===== config.mk =====
export PLATFORM = sky130hd
export DESIGN_NAME = multdiv_iter
export DESIGN_NICKNAME = d
export VERILOG_FILES = /design/src/rtl/multdiv_pkg.sv /design/src/rtl/multdiv_addsub.sv /design/src/rtl/multdiv_iter.sv
export SDC_FILE = /design/constraint.sdc
export NUM_CORES = 1
export LEC_CHECK = 0
export BUFFER_PORTS_ARGS = -buffer_cell sky130_fd_sc_hd__buf_2
export CAP_MARGIN = 20
export CORE_UTILIZATION = 50
export DETAILED_ROUTE_END_ITERATION = 8
export PLACE_DENSITY = 0.8
export RECOVER_POWER = 100
export SLEW_MARGIN = 10
export SYNTH_ARGS = -nofsm -noshare
export SYNTH_HDL_FRONTEND = slang
export SYNTH_SLANG_ARGS = --single-unit

===== constraint.sdc =====
create_clock -name clock -period 21 [get_ports clock]
set_input_delay 2.1 -clock clock [delete_from_list [all_inputs] [get_ports clock]]
set_output_delay 2.1 -clock clock [all_outputs]
set_load 0.05 [all_outputs]

===== src/rtl/multdiv_pkg.sv =====
// rtl/multdiv_pkg.sv - shared types and helpers for the iterative multiply/divide unit
package multdiv_pkg;

  typedef enum logic [1:0] {
    IDLE,
    CALC,
    FIX
  } state_t;

  typedef enum logic {
    OP_MULT,
    OP_DIV
  } op_t;

  // Iteration counter width; it must be able to hold the value WIDTH.
  function automatic int cnt_width(input int width);
    return $clog2(width + 1);
  endfunction

endpackage


===== src/rtl/multdiv_addsub.sv =====
// rtl/multdiv_addsub.sv - WIDTH+1-bit adder/subtractor shared by the iterations and FIX negation
module multdiv_addsub #(
  parameter int WIDTH = 32
) (
  input  logic [WIDTH:0] a,
  input  logic [WIDTH:0] b,
  input  logic           sub,
  input  logic           cin,
  output logic [WIDTH:0] sum,
  output logic           cout
);

  logic [WIDTH:0] b_eff;

  // Subtraction inverts b; the caller supplies the +1 through cin so the same
  // cell can also form ~x + carry for the high half of a double-width negation.
  always_comb begin
    b_eff       = sub ? ~b : b;
    {cout, sum} = {1'b0, a} + {1'b0, b_eff} + {{(WIDTH + 1){1'b0}}, cin};
  end

endmodule


===== src/rtl/multdiv_iter.sv =====
// rtl/multdiv_iter.sv - one-bit-per-cycle signed/unsigned multiply and divide unit
module multdiv_iter
  import multdiv_pkg::*;
#(
  parameter int WIDTH = 32
) (
  input  logic             clock,
  input  logic             resetn,
  input  logic [WIDTH-1:0] data_operandA,
  input  logic [WIDTH-1:0] data_operandB,
  input  logic             ctrl_MULT,
  input  logic             ctrl_DIV,
  input  logic             ctrl_signed,
  output logic [WIDTH-1:0] data_result,
  output logic [WIDTH-1:0] data_result_hi,
  output logic             data_exception,
  output logic             data_inputRDY,
  output logic             data_resultRDY
);

  localparam int CW = cnt_width(WIDTH);
  localparam logic [CW-1:0] LAST_ITER = CW'(WIDTH - 1);
  localparam logic [WIDTH-1:0] MIN_VAL = {1'b1, {(WIDTH - 1){1'b0}}};

  state_t             state, state_nxt;
  op_t                op;
  logic [CW-1:0]      cnt;
  logic [2*WIDTH-1:0] acc;        // mult: {partial product, multiplier}; div: {remainder, quotient}
  logic [WIDTH-1:0]   opnd;       // multiplicand or divisor magnitude
  logic               sgn_mode;
  logic               sgn_q;      // product / quotient sign
  logic               sgn_r;      // remainder sign
  logic               div0;
  logic               exc_div;

  logic [WIDTH-1:0]   acc_lo, acc_hi;
  logic               start;
  logic               neg_a, neg_b;
  logic [WIDTH-1:0]   mag_a, mag_b;

  logic [WIDTH:0]     main_a, main_b, main_sum;
  logic               main_sub, main_cin, main_cout;
  logic [WIDTH:0]     hi_sum;
  logic               hi_cin, hi_cout;
  logic               unused_hi;

  logic [2*WIDTH-1:0] acc_calc;
  logic [WIDTH-1:0]   fix_lo, fix_hi;
  logic               fix_exc;

  assign acc_lo        = acc[WIDTH-1:0];
  assign acc_hi        = acc[2*WIDTH-1:WIDTH];
  assign data_inputRDY = (state == IDLE);
  assign start         = (ctrl_MULT | ctrl_DIV) & (state == IDLE);
  assign neg_a         = ctrl_signed & data_operandA[WIDTH-1];
  assign neg_b         = ctrl_signed & data_operandB[WIDTH-1];
  assign mag_a         = neg_a ? -data_operandA : data_operandA;
  assign mag_b         = neg_b ? -data_operandB : data_operandB;

  multdiv_addsub #(.WIDTH(WIDTH)) u_main (
    .a    (main_a),
    .b    (main_b),
    .sub  (main_sub),
    .cin  (main_cin),
    .sum  (main_sum),
    .cout (main_cout)
  );

  // High-half negation: ~hi + carry, the carry coming from the low half for a product.
  multdiv_addsub #(.WIDTH(WIDTH)) u_hi (
    .a    ({(WIDTH + 1){1'b0}}),
    .b    ({1'b0, acc_hi}),
    .sub  (1'b1),
    .cin  (hi_cin),
    .sum  (hi_sum),
    .cout (hi_cout)
  );

  assign unused_hi = ^{hi_sum[WIDTH], hi_cout};

  // Shared adder operand select: iteration step in CALC, low-half negation otherwise.
  always_comb begin
    main_a   = {(WIDTH + 1){1'b0}};
    main_b   = {1'b0, acc_lo};
    main_sub = 1'b1;
    main_cin = 1'b1;
    hi_cin   = (op == OP_MULT) ? main_cout : 1'b1;
    if (state == CALC) begin
      if (op == OP_MULT) begin
        main_a   = {1'b0, acc_hi};
        main_b   = {1'b0, opnd};
        main_sub = 1'b0;
        main_cin = 1'b0;
      end else begin
        main_a   = {acc_hi, acc_lo[WIDTH-1]};
        main_b   = {1'b0, opnd};
        main_sub = 1'b1;
        main_cin = 1'b1;
      end
    end
  end

  // Next accumulator for one shift-add or one restoring-division step.
  always_comb begin
    acc_calc = acc;
    if (op == OP_MULT) begin
      if (acc_lo[0]) acc_calc = {main_sum, acc_lo[WIDTH-1:1]};
      else           acc_calc = {1'b0, acc_hi, acc_lo[WIDTH-1:1]};
    end else begin
      if (main_cout) acc_calc = {main_sum[WIDTH-1:0], acc_lo[WIDTH-2:0], 1'b1};
      else           acc_calc = {acc_hi[WIDTH-2:0], acc_lo[WIDTH-1], acc_lo[WIDTH-2:0], 1'b0};
    end
  end

  // Sign correction and exception decode for the FIX cycle.
  always_comb begin
    fix_lo  = acc_lo;
    fix_hi  = acc_hi;
    fix_exc = 1'b0;
    if (op == OP_MULT) begin
      if (sgn_q) begin
        fix_lo = main_sum[WIDTH-1:0];
        fix_hi = hi_sum[WIDTH-1:0];
      end
      if (sgn_mode) fix_exc = (fix_hi != {WIDTH{fix_lo[WIDTH-1]}});
      else          fix_exc = (fix_hi != {WIDTH{1'b0}});
    end else begin
      // A zero divisor leaves all-ones / |A|; only the remainder is re-signed back to A.
      if (sgn_q && !div0) fix_lo = main_sum[WIDTH-1:0];
      if (sgn_r)          fix_hi = hi_sum[WIDTH-1:0];
      fix_exc = exc_div;
    end
  end

  // State register.
  always_ff @(posedge clock or negedge resetn) begin
    if (!resetn) state <= IDLE;
    else         state <= state_nxt;
  end

  // Next-state decode.
  always_comb begin
    state_nxt = state;
    case (state)
      IDLE:    if (ctrl_MULT | ctrl_DIV) state_nxt = CALC;
      CALC:    if (cnt == LAST_ITER) state_nxt = FIX;
      FIX:     state_nxt = IDLE;
      default: state_nxt = IDLE;
    endcase
  end

  // Operand load, iteration datapath and output registers.
  always_ff @(posedge clock or negedge resetn) begin
    if (!resetn) begin
      op             <= OP_MULT;
      cnt            <= '0;
      acc            <= '0;
      opnd           <= '0;
      sgn_mode       <= 1'b0;
      sgn_q          <= 1'b0;
      sgn_r          <= 1'b0;
      div0           <= 1'b0;
      exc_div        <= 1'b0;
      data_result    <= '0;
      data_result_hi <= '0;
      data_exception <= 1'b0;
      data_resultRDY <= 1'b0;
    end else begin
      data_resultRDY <= 1'b0;
      case (state)
        IDLE: begin
          if (start) begin
            cnt      <= '0;
            sgn_mode <= ctrl_signed;
            sgn_q    <= neg_a ^ neg_b;
            if (ctrl_MULT) begin
              op      <= OP_MULT;
              opnd    <= mag_a;
              acc     <= {{WIDTH{1'b0}}, mag_b};
              sgn_r   <= 1'b0;
              div0    <= 1'b0;
              exc_div <= 1'b0;
            end else begin
              op      <= OP_DIV;
              opnd    <= mag_b;
              acc     <= {{WIDTH{1'b0}}, mag_a};
              sgn_r   <= neg_a;
              div0    <= (data_operandB == {WIDTH{1'b0}});
              exc_div <= (data_operandB == {WIDTH{1'b0}}) |
                         (ctrl_signed && data_operandA == MIN_VAL &&
                          data_operandB == {WIDTH{1'b1}});
            end
          end
        end
        CALC: begin
          cnt <= cnt + CW'(1);
          acc <= acc_calc;
        end
        FIX: begin
          data_result    <= fix_lo;
          data_result_hi <= fix_hi;
          data_exception <= fix_exc;
          data_resultRDY <= 1'b1;
        end
        default: ;
      endcase
    end
  end

endmodule


==> results of run 1 <==
==> worst max-delay path by stage <==
stage / depth (start not counted) / slack, ns / endpoint
2_1_floorplan: 26 / 14.19 / data_exception$_DFFE_PN0P_
3_3_place_gp: 22 / 13.13 / data_exception$_DFFE_PN0P_
3_5_place_dp: 22 / 13.01 / data_exception$_DFFE_PN0P_
4_1_cts: 22 / 12.97 / data_exception$_DFFE_PN0P_
5_1_grt: 22 / 7.81 / data_exception$_DFFE_PN0P_
6_report: 21 / 8.48 / data_exception$_DFFE_PN0P_
==> cell type report <==
type	instances	area [sq um]
Clock inverter	13	126
Tap cell	384	480
Timing Repair Buffer	156	701
Sequential cell	176	4400
Fill cell	2802	13000
Inverter	30	113
Multi-Input combinational cell	1574	9810
Clock buffer	19	443
==> per-layer routing <==
layer / global-route usage, % / wire, um
met3: 4.22 / 3030
met1: 41.5 / 20500
met2: 46.5 / 20600
met5: 0 / 0
met4: 9.60 / 1170
==> worst max-delay path: cells and delay by family (launching register included) <==
family	cells	cell delay, ns
mux	1	0.39
compound gates	6	1.74
buf+inv	1	2.78
flops	1	2.43
simple gates	10	4.02
fa+ha+maj	2	0.78
xor+xnor	1	0.14
==> stage by stage <==
step / area, sq um / utilization [%]
after global placement: 15700 / 54.0
after global routing: 16100 / 55.3
after CTS: 16300 / 55.9
final: 16100 / 55.3
after floorplan: 15000 / -
after detailed placement: 15700 / 54.0
==> flip-flops by register name, summed over array words and instances (netlist names), 2 cells and up <==
| name | flops |
|---|---|
| state | 2 |
| opnd | 32 |
| data_result_hi | 32 |
| acc | 64 |
| cnt | 6 |
| data_result | 32 |
==> synth_stat cells, drive strengths merged (11+ instances only) <==
cell type / number
ha: 38
o211ai: 18
inv: 28
a22oi: 22
xnor2: 65
nand2b: 15
o31ai: 22
nand4: 27
a21oi: 161
o221ai: 15
clkbuf: 128
a31oi: 46
nand2: 238
and3: 15
nor2: 245
nor4: 18
xor2: 101
and2: 11
a211oi: 34
o21ai: 145
a21o: 14
or4: 11
mux2i: 93
nand3: 31
nor3: 31
dfrtp: 176
buf: 34
==> cells by family (layout without fill, tap and decap cells) <==
kind of cell / Yosys count / in the layout
AO/OA/AOI/OAI: 574 / 574
XOR/XNOR: 166 / 166
adder cells (fa/ha/maj): 39 / 39
buffers and inverters: 192 / 218
flip-flops: 176 / 176
multiplexers: 99 / 99
AND/OR/NAND/NOR: 696 / 696
==> layout by cell type (no fill, tap or decap), drive strengths merged, types with 27 or more instances in the layout <==
| master | n |
|---|---|
| nor3 | 31 |
| clkbuf | 99 |
| nand2 | 238 |
| nand3 | 31 |
| a21oi | 161 |
| ha | 38 |
| o21ai | 145 |
| inv | 33 |
| dfrtp | 176 |
| xnor2 | 65 |
| a31oi | 46 |
| a211oi | 34 |
| buf | 76 |
| nand4 | 27 |
| mux2i | 93 |
| xor2 | 101 |
| nor2 | 245 |
==> metrics.log, run 1 <==
[metrics] floorplan core area: 0.0291 sq mm
[metrics] PortBufs: 135
[metrics] Gate Count Post-Synth: 1942
[metrics] maximum clock insertion buffer count: 2
[metrics] async set or reset register ratio after synthesis: 100%
[metrics] final critical delay including setup and external delays: 12.52 ns
[metrics] diode count: 0
[metrics] Peak Freq: 0.0799 GHz
[metrics] slowest cell delay on critical path: 2.78 ns
[metrics] instance count along the most critical hold path: 2
[metrics] Post-Synth Adder-Cell Area: 3.31%
[metrics] Yosys top cell by area: sky130_fd_sc_hd__dfrtp_1
[metrics] via count: 14652
[metrics] Reg-to-Reg End: data_exception$_DFFE_PN0P_
[metrics] worst-path cell chain: clkbuf_1 > mux2i_1 > nor2_1 > ha_1 > and3_1 > nor4b_1 > and4b_1 > a31o_2 > a2111oi_0 > o31a_1 > nand2_1 > ha_1 > nor3b_1 > nand4_1 > o41ai_1 > xnor2_1 > or4_1 > or4_1 > or4_1 > a311o_1 > o211a_1
[metrics] drt first pass iters: 6
[metrics] area share of the largest cell type after synthesis: 29.4%
[metrics] Resize count post-CTS: 0
[metrics] max-slew violation total from the final report: 779
[metrics] grt ovf: 0
[metrics] net count after synthesis: 2050
[metrics] number of endpoints with negative hold slack in the final report: 0
[metrics] Primary FF master, synth: sky130_fd_sc_hd__dfrtp_1
[metrics] CTS tree: done
[metrics] Worst Hold Path EP: data_result_hi[21]$_DFFE_PN0P_
[metrics] number of flops mapped to enable cells by yosys: 0
[metrics] Clock Skew: 0.00998 ns
[metrics] actual slew at the worst max-slew pin: 3.84 ns
[metrics] main combinational cell family by area after synthesis: compound AO/OA/AOI/OAI gates
[metrics] number of different library cells in the post-synthesis netlist: 85
[metrics] post-detailed-route wirelength per cell: 19.3 um
[metrics] row cnt: 62
[metrics] worst slack after detailed placement: 13.01 ns
[metrics] Finish-stage setup viols: 0
[metrics] violation count after the first detailed-route iteration: 1378
[metrics] hold crit path type: reg2reg
[metrics] number of cells after detailed placement: 2320
[metrics] fraction of final layout cells sized beyond drive strength 1: 7.01%
[metrics] CTS Hold Bufs: 0
[metrics] launch instance of the worst register-to-register path: op$_DFFE_PN0P_
[metrics] launching element type of the critical path: flop
[metrics] Area Growth Syn to Fin: 7.38%
[metrics] CTS Buf Count: 17
[metrics] Synth Area in Compound Gates: 24.3%
[metrics] overall global routing resource usage: 29.5%
[metrics] Setup TNS Final: 0 ns
[metrics] wire length of the first global-routing pass: 73000 um
[metrics] Final nets: 2063
[metrics] worst skew pair latency: 0.45 ns
[metrics] number of routed nets with antenna violations: 0
[metrics] run status: finished with violations
[metrics] endpoint required time on the critical path: 21.33 ns
[metrics] worst-case setup margin in the final layout: 8.48 ns
[metrics] via count of the first global-routing pass: 13568
[metrics] Die Ht: 175 um
[metrics] cell at the slowest stage of the critical path: sky130_fd_sc_hd__clkbuf_1
[metrics] Worst Path Max Fanout: 69
[metrics] worst relative slew slack: -156%
[metrics] clock sink count: 176
[metrics] violations in the final reports: max-capacitance violations, max-slew violations
[metrics] flop and latch count out of synthesis: 176
[metrics] Final Hold Slack: 0.476 ns
[metrics] minimum setup slack among reg-to-reg paths: 8.48 ns
[metrics] category of the worst setup path capture point: flop
[metrics] Tcrit/Tclk final: 59.6%
[metrics] number of cell instances on the worst register-to-register path: 21
[metrics] clock transition at the registers of the reported paths: 0.07 ns
[metrics] # Post-CTS Setup Buffers: 0
[metrics] via-per-instance ratio: 6.23
[metrics] start point of the worst min-delay path: data_result_hi[21]$_DFFE_PN0P_
[metrics] # IOs: 136
[metrics] maximum number of pins on one net before global-route repair: 108
[metrics] Die W: 175 um
[metrics] hpwl dp: 33600 um
[metrics] post-synthesis mux area share: 6.67%
[metrics] number of maximum-capacitance violations: 13
[metrics] Synthesis Warnings: 0
[metrics] share of synthesized area occupied by flip-flops and latches: 29.4%
[metrics] number of antenna violations at the first check in global routing: 0
[metrics] depth of the CTS H-tree: 4
[metrics] top area cells in the synthesized netlist: sky130_fd_sc_hd__dfrtp_1 (29%), sky130_fd_sc_hd__mux2i_1 (6.2%), sky130_fd_sc_hd__nor2_1 (6.1%)
[metrics] area fraction in and, or, nand and nor cells after synthesis: 21.6%
[metrics] total DRC errors in the routed layout: 0
[metrics] Critical path origin: op$_DFFE_PN0P_
[metrics] Initial Util: 51.5%
[metrics] most frequent cell on the critical path: sky130_fd_sc_hd__or4_1
[metrics] final non-filler cell total: 2352
[metrics] worst setup path class: reg2reg
[metrics] sum of routed wire length over all layers: 45300 um
[metrics] average cell area after synthesis: 7.71 sq um
[metrics] RSZ-0062 raised after global routing: no
[metrics] library cell used as clock root buffer: sky130_fd_sc_hd__clkbuf_16
[metrics] post-synthesis instance area: 0.0150 sq mm
[metrics] routability-driven placement congestion ratio: 0.928
[metrics] area of the die: 0.0306 sq mm
[metrics] post-synthesis share of cell area spent on xor and xnor gates: 9.71%
[metrics] arrival time worst endpoint: 12.85 ns
Power of run 1 is not shown: default switching activity piles up to over one toggle a cycle in this logic, so the estimate is an artifact.
==> inputs of run 2 (changes only) <==
==> constraint.sdc (replaced) <==
create_clock -name clock -period 12.2 [get_ports clock]
set_input_delay 1.22 -clock clock [delete_from_list [all_inputs] [get_ports clock]]
set_output_delay 1.22 -clock clock [all_outputs]
set_load 0.05 [all_outputs]
==> run 2 against run 1 <==
The flow still finishes with violations (max-capacitance violations, max-slew violations). Final area is 0.43% higher. Setup slack got worse by 5.4 ns. Routed wire length increased by 0.11%. Via count is 0.95% lower. Cell count stayed put. Critical path type unchanged.
==> metrics.log, run 2 (synthesis gave the netlist of run 1 again) <==
[metrics] run status: finished with violations (unchanged)
[metrics] violations in the final reports: max-capacitance violations, max-slew violations (unchanged)
[metrics] uppermost signal routing layer after detailed routing: met4 (unchanged)
[metrics] minimum setup slack among reg-to-reg paths: 3.11 ns (was 8.48 ns)
[metrics] violation count after the first detailed-route iteration: 1319 (was 1378)
[metrics] worst-path cell chain: nand2b_1 > buf_4 > a21oi_1 > ha_1 > nand2_1 > nor4b_1 > and4b_1 > a31o_2 > a2111oi_0 > o31a_1 > nand2_1 > ha_1 > nor3b_1 > nand4_1 > o41ai_1 > xnor2_1 > or4_1 > or4_1 > or4_1 > a311o_1 > o211a_1 (was clkbuf_1 > mux2i_1 > nor2_1 > ha_1 > and3_1 > nor4b_1 > and4b_1 > a31o_2 > a2111oi_0 > o31a_1 > nand2_1 > ha_1 > nor3b_1 > nand4_1 > o41ai_1 > xnor2_1 > or4_1 > or4_1 > or4_1 > a311o_1 > o211a_1)
[metrics] fraction of final layout cells sized beyond drive strength 1: 7.22% (was 7.01%)
[metrics] max-slew violation total from the final report: 628 (was 779)
[metrics] number of antenna violations at the first check in global routing: 0 (unchanged)
[metrics] Resize count post-CTS: 0 (unchanged)
[metrics] most frequent cell on the critical path: sky130_fd_sc_hd__or4_1 (unchanged)
[metrics] total DRC errors in the routed layout: 0 (unchanged)
[metrics] CTS Buf Count: 17 (unchanged)
[metrics] worst setup path class: reg2reg (unchanged)
[metrics] endpoint required time on the critical path: 12.53 ns (was 21.33 ns)
[metrics] via count: 14513 (was 14652)
[metrics] launching element type of the critical path: flop (unchanged)
[metrics] Die W: 175 um (unchanged)
[metrics] hpwl dp: 33900 um (was 33600 um)
[metrics] actual slew at the worst max-slew pin: 3.74 ns (was 3.84 ns)
[metrics] routability-driven placement congestion ratio: 0.947 (was 0.928)
[metrics] Crit path buffers/inverters: 1 (unchanged)
[metrics] worst relative slew slack: -150% (was -156%)
[metrics] Die Ht: 175 um (unchanged)
[metrics] CTS tree: done (unchanged)
[metrics] number of maximum-capacitance violations: 11 (was 13)
[metrics] library cell used as clock root buffer: sky130_fd_sc_hd__clkbuf_16 (unchanged)
[metrics] maximum number of pins on one net before global-route repair: 108 (unchanged)
[metrics] arrival time worst endpoint: 9.42 ns (was 12.85 ns)
[metrics] number of endpoints with negative hold slack in the final report: 0 (unchanged)
[metrics] overall global routing resource usage: 29.8% (was 29.5%)
[metrics] Critical path origin: state[1]$_DFFE_PN0P_ (was op$_DFFE_PN0P_)
[metrics] clock transition at the registers of the reported paths: 0.07 ns (about the same)
[metrics] clock sink count: 176 (unchanged)
[metrics] hold crit path type: reg2reg (unchanged)
[metrics] # IOs: 136 (unchanged)
[metrics] cell at the slowest stage of the critical path: sky130_fd_sc_hd__buf_4 (was sky130_fd_sc_hd__clkbuf_1)
[metrics] Finish-stage setup viols: 0 (unchanged)
[metrics] met3 routed wirelength: 3080 um (was 3030 um)
[metrics] grt ovf: 0 (unchanged)
[metrics] worst skew pair latency: 0.45 ns (about the same)
[metrics] RSZ-0062 raised after global routing: no (unchanged)
[metrics] via-per-instance ratio: 6.17 (was 6.23)
[metrics] Peak Freq: 0.110 GHz (was 0.0799 GHz)
[metrics] Critical Path Sink: data_exception$_DFFE_PN0P_ (unchanged)
[metrics] total met2 wirelength after detailed routing: 20500 um (was 20600 um)
[metrics] category of the worst setup path capture point: flop (unchanged)
[metrics] drt first pass iters: 5 (was 6)
[metrics] depth of the CTS H-tree: 4 (unchanged)
[metrics] row cnt: 62 (unchanged)
[metrics] top cell family by delay on the critical path: simple AND/OR/NAND/NOR gates (unchanged)
[metrics] post-detailed-route wirelength per cell: 19.3 um (about the same)
[metrics] via count of the first global-routing pass: 13638 (was 13568)
[metrics] final critical delay including setup and external delays: 9.09 ns (was 12.52 ns)
[metrics] leading cell types in the layout, fill and taps excluded: sky130_fd_sc_hd__nor2_1 (244), sky130_fd_sc_hd__nand2_1 (238), sky130_fd_sc_hd__dfrtp_1 (175), sky130_fd_sc_hd__a21oi_1 (160), sky130_fd_sc_hd__o21ai_0 (144) (was sky130_fd_sc_hd__nor2_1 (244), sky130_fd_sc_hd__nand2_1 (238), sky130_fd_sc_hd__dfrtp_1 (176), sky130_fd_sc_hd__a21oi_1 (160), sky130_fd_sc_hd__o21ai_0 (144))
[metrics] Worst Path Max Fanout: 107 (was 69)
[metrics] Final nets: 2063 (unchanged)
[metrics] number of routed nets with antenna violations: 0 (unchanged)
[metrics] Area Growth Syn to Fin: 7.84% (was 7.38%)
[metrics] Setup TNS Final: 0 ns (unchanged)
[metrics] # fillers: 2779 (was 2802)
[metrics] routed length on met1: 20300 um (was 20500 um)
[metrics] number of cell instances on the worst register-to-register path: 21 (unchanged)
[metrics] register with the most flip-flops: acc (unchanged)
[metrics] area of the die: 0.0306 sq mm (unchanged)
[metrics] diode count: 0 (unchanged)
[metrics] maximum clock insertion buffer count: 2 (unchanged)
[metrics] sum of routed wire length over all layers: 45300 um (about the same)
[metrics] Clock Skew: 0.0133 ns (was 0.00998 ns)
[metrics] CTS Hold Bufs: 0 (unchanged)
[metrics] floorplan core area: 0.0291 sq mm (unchanged)
[metrics] Reg-to-Reg End: data_exception$_DFFE_PN0P_ (unchanged)
[metrics] PortBufs: 135 (unchanged)
[metrics] leading cell type in the layout, fill and taps excluded: sky130_fd_sc_hd__nor2_1 (unchanged)
[metrics] launch instance of the worst register-to-register path: state[1]$_DFFE_PN0P_ (was op$_DFFE_PN0P_)
[metrics] wire length of the first global-routing pass: 73300 um (was 73000 um)
[metrics] Tcrit/Tclk final: 74.5% (was 59.6%)
[metrics] WP depth: 21 (unchanged)
[metrics] # Post-CTS Setup Buffers: 0 (unchanged)
[metrics] Initial Util: 51.5% (unchanged)
[metrics] flip-flop count of the largest register, all copies and words added: 64 (unchanged)
[metrics] slowest cell delay on critical path: 0.91 ns (was 2.78 ns)
[run 2: how the worst min path moves through the flow]
stage / depth (start not counted) / to / slack [ns] / from
2_1_floorplan: 1 / cnt[5]$_DFFE_PN0P_ / 0.45 / cnt[5]$_DFFE_PN0P_
3_3_place_gp: 2 / data_result_hi[15]$_DFFE_PN0P_ / 0.46 / data_result_hi[15]$_DFFE_PN0P_
3_5_place_dp: 1 / data_result[23]$_DFFE_PN0P_ / 0.46 / data_result[23]$_DFFE_PN0P_
4_1_cts: 1 / data_result[23]$_DFFE_PN0P_ / 0.48 / data_result[23]$_DFFE_PN0P_
5_1_grt: 1 / data_result[23]$_DFFE_PN0P_ / 0.49 / data_result[23]$_DFFE_PN0P_
6_report: 2 / data_result_hi[18]$_DFFE_PN0P_ / 0.48 / data_result_hi[18]$_DFFE_PN0P_
[run 2: layout make-up]
class	instances	area, sq um	area share (%)
Tap cell	384	480	2.98
Multi-Input combinational cell	1574	9810	60.7
Clock buffer	19	453	2.81
Inverter	30	113	0.697
Timing Repair Buffer	156	711	4.40
Sequential cell	176	4410	27.3
Clock inverter	13	176	1.09
[run 2: metrics by stage]
stage	cell area (sq um)	setup WS (ns)	utilization (%)	hold WS, ns	cells
2_1_floorplan	15000	5.39	-	0.452	1942
3_3_place_gp	15700	4.71	54.0	0.456	2320
3_5_place_dp	15700	4.50	54.0	0.462	2320
4_1_cts	16300	4.43	56.1	0.477	2352
5_1_grt	16100	2.21	55.5	0.491	2352
6_report	16100	3.11	55.5	0.479	2352
[run 2: per-layer routing]
layer	up-vias	GRT usage (%)
li1	7016	-
met1	6813	41.2
met2	604	46.4
met3	80	5.13
met4	0	11.0
met5	-	0
[run 2: worst register-to-register path, cell delays in order (launching register included)]
cell,delay [ns]
sky130_fd_sc_hd__dfrtp_1,0.43
sky130_fd_sc_hd__nand2b_1,0.79
sky130_fd_sc_hd__buf_4,0.92
sky130_fd_sc_hd__a21oi_1,0.28
sky130_fd_sc_hd__ha_1,0.54
sky130_fd_sc_hd__nand2_1,0.13
sky130_fd_sc_hd__nor4b_1,0.47
sky130_fd_sc_hd__and4b_1,0.27
sky130_fd_sc_hd__a31o_2,0.13
sky130_fd_sc_hd__a2111oi_0,0.15
sky130_fd_sc_hd__o31a_1,0.57
sky130_fd_sc_hd__nand2_1,0.19
sky130_fd_sc_hd__ha_1,0.31
sky130_fd_sc_hd__nor3b_1,0.70
sky130_fd_sc_hd__nand4_1,0.67
sky130_fd_sc_hd__o41ai_1,0.54
sky130_fd_sc_hd__xnor2_1,0.14
sky130_fd_sc_hd__or4_1,0.53
sky130_fd_sc_hd__or4_1,0.42
sky130_fd_sc_hd__or4_1,0.41
sky130_fd_sc_hd__a311o_1,0.28
sky130_fd_sc_hd__o211a_1,0.11
Power of run 2 is left out for the same reason.
==> inputs of run 3 (changes only) <==
--- a/config.mk
+++ b/config.mk
@@ -5,6 +5,7 @@
 export SDC_FILE = /design/constraint.sdc
 export NUM_CORES = 1
 export LEC_CHECK = 0
+export ABC_AREA = 1
 export BUFFER_PORTS_ARGS = -buffer_cell sky130_fd_sc_hd__buf_2
 export CAP_MARGIN = 20
 export CORE_UTILIZATION = 50
==> constraint.sdc (replaced) <==
create_clock -name clock -period 8.4 [get_ports clock]
set_input_delay 0.84 -clock clock [delete_from_list [all_inputs] [get_ports clock]]
set_output_delay 0.84 -clock clock [all_outputs]
set_load 0.05 [all_outputs]
==> run 3 against run 2 <==
Synthesized cell count grew 30%. Critical endpoint unchanged. The flow still finishes with violations (max-capacitance violations, max-slew violations). Hold slack gained 0.0025 ns. Count of clock-buffer cells in the layout down 2.
==> metrics.log, run 3 <==
[metrics] number of different library cells in the post-synthesis netlist: 52 (was 85)
[metrics] clock sink count: 176 (unchanged)
[metrics] area of the die: 0.0326 sq mm (was 0.0306 sq mm)
[metrics] Crit path buffers/inverters: 3 (was 1)
[metrics] Gate Count Post-Synth: 2528 (was 1942)
[metrics] minimum setup slack among reg-to-reg paths: 1.15 ns (was 3.11 ns)
[metrics] cell with the most instances after synthesis: sky130_fd_sc_hd__nand2_1 (was sky130_fd_sc_hd__nor2_1)
[metrics] maximum clock insertion buffer count: 2 (unchanged)
[metrics] most frequent cell on the critical path: sky130_fd_sc_hd__nand2_1 (was sky130_fd_sc_hd__or4_1)
[metrics] Initial Util: 50.7% (was 51.5%)
[metrics] total DRC errors in the routed layout: 0 (unchanged)
[metrics] grt ovf: 0 (unchanged)
[metrics] # Post-CTS Setup Buffers: 0 (unchanged)
[metrics] CTS tree: done (unchanged)
[metrics] launching element type of the critical path: flop (unchanged)
[metrics] diode count: 0 (unchanged)
[metrics] final critical delay including setup and external delays: 7.25 ns (was 9.09 ns)
[metrics] RSZ-0062 raised after global routing: no (unchanged)
[metrics] actual slew at the worst max-slew pin: 5.24 ns (was 3.74 ns)
[metrics] via-per-instance ratio: 6.03 (was 6.17)
[metrics] area share of the largest cell type after synthesis: 27.6% (was 29.4%)
[metrics] Resize count post-CTS: 0 (unchanged)
[metrics] clock transition at the registers of the reported paths: 0.08 ns (was 0.07 ns)
[metrics] most frequent cells after synthesis: sky130_fd_sc_hd__nand2_1 (619), sky130_fd_sc_hd__nor2_1 (260), sky130_fd_sc_hd__inv_1 (239) (was sky130_fd_sc_hd__nor2_1 (245), sky130_fd_sc_hd__nand2_1 (238), sky130_fd_sc_hd__dfrtp_1 (176))
[metrics] Setup TNS Final: 0 ns (unchanged)
[metrics] leakage power: 7.81 nW
[metrics] Die Ht: 181 um (was 175 um)
[metrics] footprint of the flip-flops and latches: 0.00441 sq mm (about the same)
[metrics] async set or reset register ratio after synthesis: 100% (unchanged)
[metrics] drt first pass iters: 6 (was 5)
[metrics] Peak Freq: 0.138 GHz (was 0.110 GHz)
[metrics] wire length of the first global-routing pass: 92500 um (was 73300 um)
[metrics] Final nets: 2674 (was 2063)
[metrics] Clock Skew: 0.0187 ns (was 0.0133 ns)
[metrics] post-detailed-route wirelength per cell: 20.0 um (was 19.3 um)
[metrics] PortBufs: 135 (unchanged)
[metrics] # fillers: 3224 (was 2779)
[metrics] run status: finished with violations (unchanged)
[metrics] Tcrit/Tclk final: 86.3% (was 74.5%)
[metrics] number of cells after detailed placement: 2948 (was 2320)
[metrics] hpwl dp: 45500 um (was 33900 um)
[metrics] arrival time worst endpoint: 7.60 ns (was 9.42 ns)
[metrics] Synthesis Warnings: 0 (unchanged)
[metrics] number of antenna violations at the first check in global routing: 0 (unchanged)
[metrics] library cell used as clock root buffer: sky130_fd_sc_hd__clkbuf_16 (unchanged)
[metrics] power density over cell area: 472 mW/mm^2
[metrics] Primary FF master, synth: sky130_fd_sc_hd__dfrtp_1 (unchanged)
[metrics] worst relative slew slack: -249% (was -150%)
[metrics] number of endpoints with negative hold slack in the final report: 0 (unchanged)
[metrics] cell at the slowest stage of the critical path: sky130_fd_sc_hd__nor2_2 (was sky130_fd_sc_hd__buf_4)
[metrics] leading cell types in the layout, fill and taps excluded: sky130_fd_sc_hd__nand2_1 (620), sky130_fd_sc_hd__nor2_1 (264), sky130_fd_sc_hd__o21ai_0 (249), sky130_fd_sc_hd__inv_1 (240), sky130_fd_sc_hd__dfrtp_1 (175) (was sky130_fd_sc_hd__nor2_1 (244), sky130_fd_sc_hd__nand2_1 (238), sky130_fd_sc_hd__dfrtp_1 (175), sky130_fd_sc_hd__a21oi_1 (160), sky130_fd_sc_hd__o21ai_0 (144))
[metrics] area of combinational cells with multiple inputs: 0.0100 sq mm (was 0.00981 sq mm)
[metrics] violation count after the first detailed-route iteration: 1775 (was 1319)
[metrics] number of maximum-capacitance violations: 10 (was 11)
[metrics] Die W: 181 um (was 175 um)
[metrics] depth of the CTS H-tree: 4 (unchanged)
[metrics] leading cell type in the layout, fill and taps excluded: sky130_fd_sc_hd__nand2_1 (was sky130_fd_sc_hd__nor2_1)
[metrics] via count of the first global-routing pass: 16766 (was 13638)
[metrics] routability-driven placement congestion ratio: 0.965 (was 0.947)
[metrics] post-synthesis instance area: 0.0159 sq mm (was 0.0150 sq mm)
[metrics] Finish-stage setup viols: 0 (unchanged)
[metrics] average cell area after synthesis: 6.31 sq um (was 7.71 sq um)
[metrics] overall global routing resource usage: 36.3% (was 29.8%)
[metrics] Yosys top cell by area: sky130_fd_sc_hd__dfrtp_1 (unchanged)
[metrics] sum of routed wire length over all layers: 59600 um (was 45300 um)
[metrics] fraction of final layout cells sized beyond drive strength 1: 5.93% (was 7.22%)
[metrics] net count after synthesis: 2636 (was 2050)
[metrics] Area Growth Syn to Fin: 7.89% (was 7.84%)
[metrics] flop and latch count out of synthesis: 176 (unchanged)
[metrics] floorplan core area: 0.0315 sq mm (was 0.0291 sq mm)
[metrics] flip-flop count of the largest register, all copies and words added: 64 (unchanged)
[metrics] final non-filler cell total: 2981 (was 2352)
[metrics] category of the worst setup path capture point: flop (unchanged)
[metrics] worst IR drop on VDD: 0.245 mV
[metrics] violations in the final reports: max-capacitance violations, max-slew violations (unchanged)
[metrics] via count: 17988 (was 14513)
[metrics] hold crit path type: reg2reg (unchanged)
[metrics] Worst Path Max Fanout: 62 (was 107)
[metrics] CTS Hold Bufs: 0 (unchanged)
[metrics] top area cells in the synthesized netlist: sky130_fd_sc_hd__dfrtp_1 (28%), sky130_fd_sc_hd__nand2_1 (15%), sky130_fd_sc_hd__o21ai_0 (7.0%) (was sky130_fd_sc_hd__dfrtp_1 (29%), sky130_fd_sc_hd__mux2i_1 (6.2%), sky130_fd_sc_hd__nor2_1 (6.1%))
[metrics] worst setup path class: reg2reg (unchanged)
[metrics] number of flops mapped to enable cells by yosys: 0 (unchanged)
[metrics] maximum number of pins on one net before global-route repair: 96 (was 108)
[metrics] top cell family by delay on the critical path: simple AND/OR/NAND/NOR gates (unchanged)
[metrics] max-slew violation total from the final report: 570 (was 628)
[metrics] register with the most flip-flops: acc (unchanged)
[metrics] slowest cell delay on critical path: 0.77 ns (was 0.91 ns)
[metrics] CTS Buf Count: 17 (unchanged)
[metrics] endpoint required time on the critical path: 8.75 ns (was 12.53 ns)
[metrics] share of synthesized area occupied by flip-flops and latches: 27.6% (was 29.4%)
[metrics] # IOs: 136 (unchanged)
[metrics] number of routed nets with antenna violations: 0 (unchanged)
[metrics] worst skew pair latency: 0.46 ns (was 0.45 ns)
[metrics] row cnt: 65 (was 62)
run 3: cell types whose count changed after synthesis, moves of 44 or more:
cell                       previous run  this run
sky130_fd_sc_hd__xor2_1             101        55
sky130_fd_sc_hd__mux2i_1             93         0
sky130_fd_sc_hd__inv_1               28       239
sky130_fd_sc_hd__nand2_1            238       619
sky130_fd_sc_hd__o21ai_1              1        45
sky130_fd_sc_hd__xnor2_1             65        13
sky130_fd_sc_hd__nand3_1             31       168
sky130_fd_sc_hd__o211ai_1            18        71
sky130_fd_sc_hd__o21ai_0            144       224
run 3: kinds of logic after synthesis:
logic type	after synthesis	synth area share (%)
XOR/XNOR	71	4.04
adder cells (fa/ha/maj)	39	3.11
AO/OA/AOI/OAI	709	26.2
flip-flops	176	27.6
buffers and inverters	391	9.37
AND/OR/NAND/NOR	1142	29.7
run 3: final timing paths:
path	start	endpoint	depth (start not counted)
worst max-delay path	state[1]$_DFFE_PN0P_	data_exception$_DFFE_PN0P_	30
worst min-delay path	data_result[29]$_DFFE_PN0P_	data_result[29]$_DFFE_PN0P_	2
worst max register to register	state[1]$_DFFE_PN0P_	data_exception$_DFFE_PN0P_	30
worst min register to register	data_result[29]$_DFFE_PN0P_	data_result[29]$_DFFE_PN0P_	2
max in group asynchronous	resetn	op$_DFFE_PN0P_	3
min in group asynchronous	resetn	data_result_hi[4]$_DFFE_PN0P_	1
run 3: area by class of cell:
| type | instances | share of cell area [%] |
|---|---|---|
| Tap cell | 402 | 2.92 |
| Clock inverter | 15 | 0.975 |
| Multi-Input combinational cell | 1961 | 58.3 |
| Clock buffer | 17 | 2.47 |
| Timing Repair Buffer | 157 | 4.17 |
| Inverter | 253 | 5.52 |
| Sequential cell | 176 | 25.6 |
run 3: metal layers:
metal	part of all wire [%]	global-route usage, %
met4	4.6	18.0
met3	7.2	4.77
met1	41	46.0
met2	47	60.9
met5	0	0
run 3: metrics by stage:
stage	utilization [%]	area [sq um]	setup WS [ns]	hold slack (ns)	power [W]
after global routing	54.7	17200	0.562	0.492	0.00879
after CTS	55.1	17400	1.74	0.480	0.00801
final	54.7	17200	1.15	0.481	0.00812
after global placement	53.2	16800	1.90	0.458	0.00710
after floorplan	-	15900	3.85	0.451	0.00553
after detailed placement	53.2	16800	1.77	0.460	0.00717
run 3: report_power, final:
group          total [W]  switching, W  internal (W)
registers        0.00138      0.000274       0.00111
logic            0.00593       0.00417       0.00175
clock network   0.000817      0.000417      0.000400
run 3: worst min-delay path, delay by kind of cell, from the launching register on:
family        cells  cell delay, ns
flops             1            0.35
simple gates      2            0.10
Power figures use the tool's default switching activity.
